File: config.mk
export PLATFORM = sky130hd
export DESIGN_NAME = int_ctrl
export DESIGN_NICKNAME = d
export VERILOG_FILES = /design/src/rtl/int_ctrl_pkg.sv /design/src/rtl/int_ctrl_irq_prio_enc.sv /design/src/rtl/int_ctrl.sv
export SDC_FILE = /design/constraint.sdc
export NUM_CORES = 1
export LEC_CHECK = 0
export CORE_ASPECT_RATIO = 0.6
export CORE_MARGIN = 2
export CORE_UTILIZATION = 34
export CTS_CLUSTER_DIAMETER = 200
export DETAILED_ROUTE_END_ITERATION = 12
export HOLD_SLACK_MARGIN = 0.08
export PLACE_DENSITY = 0.74
export SYNTH_ARGS = -nofsm -noshare
export SYNTH_HDL_FRONTEND = slang
export SYNTH_SLANG_ARGS = --single-unit
File: constraint.sdc
create_clock -name clk -period 1.57 [get_ports clk]
set_input_delay 0.157 -clock clk [delete_from_list [all_inputs] [get_ports clk]]
set_output_delay 0.157 -clock clk [all_outputs]
set_load 0.05 [all_outputs]
File: src/rtl/int_ctrl_pkg.sv
// Shared definitions for the interrupt controller: FSM states, CP0 register
// numbers, cause-register field offsets and the default handler vector base.
package int_ctrl_pkg;

    typedef enum logic [2:0] {
        S_IDLE       = 3'd0,
        S_SAVE_CAUSE = 3'd1,
        S_SAVE_EPC   = 3'd2,
        S_MASK       = 3'd3,
        S_RESTORE    = 3'd4
    } state_t;

    localparam logic [4:0] CP0_STATUS = 5'd12;
    localparam logic [4:0] CP0_CAUSE  = 5'd13;
    localparam logic [4:0] CP0_EPC    = 5'd14;

    localparam int         CAUSE_IP_LSB  = 8;
    localparam int         CAUSE_EXC_LSB = 2;
    localparam int         CAUSE_EXC_W   = 5;
    localparam logic [4:0] EXC_CODE_INT  = 5'd0;

    localparam logic [31:0] DEFAULT_VECTOR_BASE = 32'h0000_0800;

endpackage

File: src/rtl/int_ctrl_irq_prio_enc.sv
// Fixed-priority encoder: reports whether any request is set and the index
// of the lowest set bit (bit 0 wins).
module irq_prio_enc #(
    parameter int N    = 4,
    parameter int IDXW = 2
) (
    input  logic [N-1:0]    i_req,
    output logic            o_valid,
    output logic [IDXW-1:0] o_idx
);

    // Scan from the top down so the lowest set index is the last one written.
    always_comb begin
        o_valid = |i_req;
        o_idx   = '0;
        for (int i = N - 1; i >= 0; i--) begin
            if (i_req[i]) begin
                o_idx = IDXW'(i);
            end
        end
    end

endmodule

File: src/rtl/int_ctrl.sv
// Interrupt controller: latches irq edges, saves cause/EPC into CP0, masks IE
// and redirects to the handler vector; eret restores IE and returns to EPC.
module int_ctrl
    import int_ctrl_pkg::*;
#(
    parameter int               WIDTH       = 32,
    parameter int               NIRQ        = 4,
    parameter logic [WIDTH-1:0] VECTOR_BASE = WIDTH'(DEFAULT_VECTOR_BASE)
) (
    input  logic             clk,
    input  logic             clr_n,
    input  logic [NIRQ-1:0]  irq,
    input  logic             ie,
    input  logic [WIDTH-1:0] pc_in,
    input  logic [WIDTH-1:0] epc_in,
    input  logic             eret,
    output logic             cp0_we,
    output logic [4:0]       cp0_wsel,
    output logic [WIDTH-1:0] cp0_din,
    output logic             ie_zero,
    output logic             ie_one,
    output logic             redirect,
    output logic [WIDTH-1:0] redirect_pc,
    output logic             busy
);

    localparam int IDXW = (NIRQ > 1) ? $clog2(NIRQ) : 1;

    state_t            r_state;
    state_t            w_next_state;
    logic [NIRQ-1:0]   r_irq_q;
    logic [NIRQ-1:0]   r_pend;
    logic              r_eret_pend;
    logic [IDXW-1:0]   r_id;
    logic [WIDTH-1:0]  r_epc;
    logic [NIRQ-1:0]   r_ip;

    logic              w_valid;
    logic [IDXW-1:0]   w_idx;
    logic [NIRQ-1:0]   w_rise;
    logic [NIRQ-1:0]   w_clr;
    logic              w_eret_go;
    logic              w_accept;
    logic [WIDTH-1:0]  w_cause;

    irq_prio_enc #(
        .N    (NIRQ),
        .IDXW (IDXW)
    ) u_prio_enc (
        .i_req   (r_pend),
        .o_valid (w_valid),
        .o_idx   (w_idx)
    );

    // A pending eret always beats a pending interrupt when the FSM is idle.
    assign w_rise    = irq & ~r_irq_q;
    assign w_eret_go = (r_state == S_IDLE) && (eret || r_eret_pend);
    assign w_accept  = (r_state == S_IDLE) && !w_eret_go && ie && w_valid;
    assign w_clr     = w_accept ? (NIRQ'(1) << w_idx) : '0;

    always_ff @(posedge clk or negedge clr_n) begin
        if (!clr_n) begin
            r_state <= S_IDLE;
        end else begin
            r_state <= w_next_state;
        end
    end

    always_comb begin
        w_next_state = S_IDLE;
        case (r_state)
            S_IDLE: begin
                if (w_eret_go) begin
                    w_next_state = S_RESTORE;
                end else if (w_accept) begin
                    w_next_state = S_SAVE_CAUSE;
                end
            end
            S_SAVE_CAUSE: w_next_state = S_SAVE_EPC;
            S_SAVE_EPC:   w_next_state = S_MASK;
            default:      w_next_state = S_IDLE;
        endcase
    end

    // Clearing the accepted bit is applied before new edges so a same-cycle edge survives.
    always_ff @(posedge clk or negedge clr_n) begin
        if (!clr_n) begin
            r_irq_q     <= '0;
            r_pend      <= '0;
            r_eret_pend <= 1'b0;
            r_id        <= '0;
            r_epc       <= '0;
            r_ip        <= '0;
        end else begin
            r_irq_q <= irq;
            r_pend  <= (r_pend & ~w_clr) | w_rise;
            if (w_eret_go) begin
                r_eret_pend <= 1'b0;
            end else if (eret && (r_state != S_IDLE)) begin
                r_eret_pend <= 1'b1;
            end
            if (w_accept) begin
                r_id  <= w_idx;
                r_epc <= pc_in;
                r_ip  <= r_pend;
            end
        end
    end

    always_comb begin
        w_cause = '0;
        w_cause[CAUSE_IP_LSB +: NIRQ]         = r_ip;
        w_cause[CAUSE_EXC_LSB +: CAUSE_EXC_W] = EXC_CODE_INT;
    end

    always_comb begin
        cp0_we      = 1'b0;
        cp0_wsel    = '0;
        cp0_din     = '0;
        ie_zero     = 1'b0;
        ie_one      = 1'b0;
        redirect    = 1'b0;
        redirect_pc = '0;
        busy        = (r_state != S_IDLE);
        case (r_state)
            S_SAVE_CAUSE: begin
                cp0_we   = 1'b1;
                cp0_wsel = CP0_CAUSE;
                cp0_din  = w_cause;
            end
            S_SAVE_EPC: begin
                cp0_we   = 1'b1;
                cp0_wsel = CP0_EPC;
                cp0_din  = r_epc;
            end
            S_MASK: begin
                ie_zero     = 1'b1;
                redirect    = 1'b1;
                redirect_pc = VECTOR_BASE + (WIDTH'(r_id) << 2);
            end
            S_RESTORE: begin
                ie_one      = 1'b1;
                redirect    = 1'b1;
                redirect_pc = epc_in;
            end
            default: ;
        endcase
    end

endmodule

=== Yosys cells after proc, flatten, opt, wreduce, memory -nomap -nowiden ===
Index checks and enable logic that the tools add are counted.

* Muxes and demuxes: 17
* Equal/unequal tests: 4
* $add $sub $neg: 1
* Shift operators: 1
* Bitwise operators: 5
* Reductions and logical operators: 13

{| class="wikitable"
|+ Operators with widths
! cell !! count
|-
| $pmux W32 S2 || 2
|-
| $add A12 B4 Y13 const A || 1
|-
| $pmux W3 S3 || 1
|-
| $and A4 B4 Y4 || 2
|-
| $mux W2 || 4
|-
| $not A4 Y4 || 2
|-
| $pmux W4 S2 || 1
|-
| $mux W1 || 7
|-
| $eq A3 B2 Y1 const B || 2
|-
| $logic_and A1 B1 Y1 || 5
|-
| $mux W4 || 1
|-
| $or A4 B4 Y4 || 1
|-
| $reduce_or A2 Y1 || 2
|-
| $reduce_or A4 Y1 || 1
|-
| $shl A1 B2 Y4 const A || 1
|-
| $eq A3 B1 Y1 const B || 1
|-
| $eq A3 B3 Y1 const B || 1
|-
| $logic_not A3 Y1 || 1
|-
| $mux W3 || 1
|-
| $reduce_bool A3 Y1 || 1
|-
| $reduce_bool A2 Y1 || 1
|-
| $logic_not A1 Y1 || 1
|-
| $logic_or A1 B1 Y1 || 1
|}

* Word-level logic and storage cells: 48
* Input port bits: 72
* Register bits after elaboration: 50
* Output and inout port bits: 74

=== Longest topological paths before layout ===
* Depth in word-level cells: 10
* Depth in mapped cells: 4

=== Modules after synthesis ===
Synthesis repeated with hierarchy kept, for this count alone.

* Cell total of the unflattened synthesis: 203
* Area total of the unflattened synthesis: 2582.5 µm²

{| class="wikitable"
|+ By module, submodules not included
! module !! instances !! cells each !! area an instance (µm²)
|-
| int_ctrl || 1 || 196 || 2547.4
|-
| irq_prio_enc || 1 || 7 || 35.0
|}

=== Worst setup path before layout ===
Ideal clock, no wire load.

* Path kind: reg2out
* Start point: reg r_state[0]
* End point: out cp0_wsel[2]
* Arrival: 2.637 ns
* Stages on the path, launching flop included: 4
* Path buffers: 1
* Path slack: -1.224 ns
* Data required time: 1.413 ns
* Cells stage by stage: dfrtp_1 -> nor3b_1 -> or2_2 -> buf_4

* Longest elaborated chain between the ends: 2
* Elaborated cells on any way between the ends: 3
* Classes of those cells: eq/ne (2); mux (1)

{| class="wikitable"
|+ Ends and longest elaborated chain
! element !! line !! source
|-
| start: declaration || int_ctrl.sv:29 || <nowiki>state_t r_state;</nowiki>
|-
| start signal: assignment || int_ctrl.sv:65 || <nowiki>r_state <= w_next_state;</nowiki>
|-
| $eq A3 B2 Y1 or $eq A3 B1 Y1 (tied branches) || int_ctrl.sv:125 || <nowiki>case (r_state)</nowiki>
|-
| $pmux W4 S2 * || int_ctrl.sv:125 ||
|-
| end: declaration || int_ctrl.sv:18 || <nowiki>output logic [4:0] cp0_wsel,</nowiki>
|}

Every way passes the cells marked *; elsewhere a longest branch is shown, timed or not.

=== Worst setup path after layout ===
* Start point: reg r_state[0]
* End point: out redirect_pc[0]

* Longest elaborated chain between the ends: 2
* Elaborated cells on any way between the ends: 3
* Classes of those cells: eq/ne (2); mux (1)

{| class="wikitable"
|+ Ends and longest elaborated chain
! element !! line !! source
|-
| $eq A3 B3 Y1 or $eq A3 B2 Y1 (tied branches) || int_ctrl.sv:125 ||
|-
| $pmux W32 S2 * || int_ctrl.sv:125 ||
|-
| end: declaration || int_ctrl.sv:23 || <nowiki>output logic [WIDTH-1:0] redirect_pc,</nowiki>
|}

Marked as above.

==> qor.yml <==
placed_design:
  dpl_worst_slack_ns: -0.152
  portBuffers: 144
  gp_congestion: 0.775
  placed_cells: 455
  hpwl_um: 5810
route:
  routed_via_density: 4.53
  avgRoutedWirePerCell_um: 17.5
  drt-pass1-iter-count: 4
  drt_iter0_drc: 76
  wirelength_um: 8570
  vias: 2213
  drcViolationCount: 0
  antenna_left: 0
floorplan:
  initial_core_util_pct: 34.9
  die_area_um2: 8170
  die_x_um: 115
  coreArea_um2: 7240
  die_y_um: 70.8
  ios: 146
  row_count: 24
worst_setup_path:
  cp_common_cell: "buf_6"
  critPathMaxStageDelay_ns: 0.44
  arrival_ns: 1.71
  cp-start-kind: "flop"
  crit_path_top_delay_cell: "dfrtp_2"
  crit_required_ns: 1.41
  cp_max_fo: 8
  cp-end-kind: "primary output"
  crit_type: "flop to primary output"
  cp_cell_sequence: "buf_6, nor3b_4, buf_6, clkbuf_16, and2_4, buf_12"
sta:
  clock_skew_ns: 0.00575
  worstMarginPinSlew_ns: 0.525
  slew_headroom_pct: 65.0
  hold_viol: 0
  setup-violations-final: 113
  fmax_mhz: 535
  finalCriticalPeriod_ns: 1.87
  setup_ws_ns: -0.299
  rsz0062_at_grt: "true"
  fin_crit_sh_pct: 119
  finalMaxSlewViolations: 0
yosys:
  synth_top_area_cell: "dfrtp_1"
  synth-edff-count: 0
  ys_warn_count: 0
  yosysMostFrequentCell: "and2_1"
  synth-seq-area-share_pct: 49.5
  async_flop_share_pct: 100
  syn_area_um2: 2530
  synth_top_area_share_pct: 49.5
  yosys_register_bits: 50
  syn_avg_cell_area_um2: 12.6
  syn_inst: 200
  ys.flop_type: "dfrtp_1"
  synth_common_cells: "57 x and2_1, 50 x dfrtp_1, 29 x mux2_4, 9 x a22o_1"
  synth.net_count: 272
  synth_area_leaders: "dfrtp_1 49%, mux2_4 17%, and2_1 14%"
  synth_cell_types: 29
grt:
  grt_pass1_wl_um: 12300
  antenna_found_initial: 0
  grt_pass1_vias: 2233
  grt_max_degree: 22
  grt_usage_pct: 19.7
  grt.overflow.total: 0
layout:
  diodes: 0
  fin_cells: 489
  nets: 456
  synthToLayoutAreaGrowth_pct: 127
  drive_above_1_share_pct: 63.4
clock_network:
  path_clk_slew_ns: 0.06
  clock-sinks: 50
  ctsRootBufferMaster: "clkbuf_16"
  clock_latency_ns: 0.28
  clockBufferDepth: 2
  numCtsBuffers: 5
  cts_tree: "done"
  htree_levels: 2
job:
  cap_violations: 0
hold_path:
  hp-class: "input port to flop"
power_and_ir_drop:
  power-per-cell-area_nw_per_um2: 1860
  p_leak_nw: 2.64
  vdd_drop_max_mv: 0.850
run_status:
  outcome: "finished, violations left"
  violations: "negative setup slack"
-- power by group --
group	switching [W]	total (W)	internal (W)
Combinational	0.00327	0.00727	0.00400
Sequential	0.000388	0.00222	0.00183
Clock	0.000446	0.00119	0.000745
Total	0.00410	0.0107	0.00658
-- what timing repair did --
item	4_1_cts	5_1_grt
gates cloned	4	2
gates resized for setup	58	41
hold endpoints to repair	19	0
buffers inserted	13	8
setup endpoints to repair	106	114
pin swaps	10	23
hold buffers	1	0
-- per-stage QoR --
stage / TNS [ns] / utilization [%] / total power, W / hold WS (ns) / area, µm²
2_1_floorplan: -5.29 / - / 0.00550 / -0.139 / 2670
3_3_place_gp: -3.83 / 69.8 / 0.00822 / 0.151 / 5050
3_5_place_dp: -4.44 / 69.8 / 0.00833 / 0.155 / 5050
4_1_cts: -18.49 / 76.8 / 0.0103 / 0.337 / 5560
5_1_grt: -28.60 / 79.4 / 0.0111 / 0.347 / 5740
6_report: -22.07 / 79.4 / 0.0107 / 0.339 / 5740
-- flip-flops by register name, summed over array words and instances (netlist names) --
register	cells
r_state	3
r_ip	4
r_epc	32
r_irq_q	4
r_id	2
r_eret_pend	1
r_pend	4
-- worst max-delay path: cells and delay by family, from the launching register on --
| kind | cells | cell delay, ns |
|---|---|---|
| buffers and inverters | 4 | 0.57 |
| DFF | 1 | 0.44 |
| and+or+nand+nor | 2 | 0.41 |
-- layer usage --
layer | GRT usage, % | vias to the layer above | part of all wire (%)
met3 | 5.14 | 10 | 5.3
li1 | - | 1037 | -
met4 | 2.81 | 0 | 1.1
met5 | 0 | - | 0
met2 | 31.2 | 66 | 49
met1 | 28.1 | 1100 | 44
-- final cells by class --
cell class	instances	area, µm²
fillers	414	1490
clock buffers	5	125
flip-flops and latches	50	1250
clock inverters	3	40.0
multi-input cells	132	1440
well taps	104	130
inverters	5	18.8
repair buffers	190	2740
-- cells by family after synthesis --
| kind of cell | after synthesis | share of synthesized area [%] |
|---|---|---|
| other | 1 | 0.148 |
| buffers and inverters | 18 | 4.01 |
| DFF | 50 | 49.5 |
| and+or+nand+nor | 78 | 20.3 |
| AOI/OAI and AO/OA | 17 | 5.69 |
| muxes | 36 | 20.3 |
-- path summary, 6_finish.rpt --
| kind | startpoint | end | slack (ns) | cells after the start |
|---|---|---|---|---|
| min in group asynchronous | clr_n | r_id[1] | 0.38 | 2 |
| max in group asynchronous | clr_n | r_epc[0] | 0.62 | 3 |
| worst min register to register | r_epc[18] | r_epc[18] | 0.52 | 1 |
| worst max-delay path | r_state[0] | redirect_pc[0] | -0.30 | 6 |
| worst max register to register | r_state[0] | r_epc[1] | -0.24 | 7 |
| worst min-delay path | irq[3] | r_irq_q[3] | 0.34 | 1 |
-- layout by cell type (no fill, tap or decap), types with 2 or more instances in the layout --
cell type	n
buf_6	18
dfrtp_2	3
a22o_4	6
nor2_1	5
clkdlybuf4s50_1	70
dfrtp_1	47
buf_16	2
inv_1	5
nor3b_4	3
mux2_4	35
or2_4	2
buf_4	16
nand3_4	2
and2_2	4
a22o_1	3
clkbuf_16	6
and2_4	53
a21o_1	2
clkinv_2	2
buf_12	80
Power figures use the tool's default switching activity.
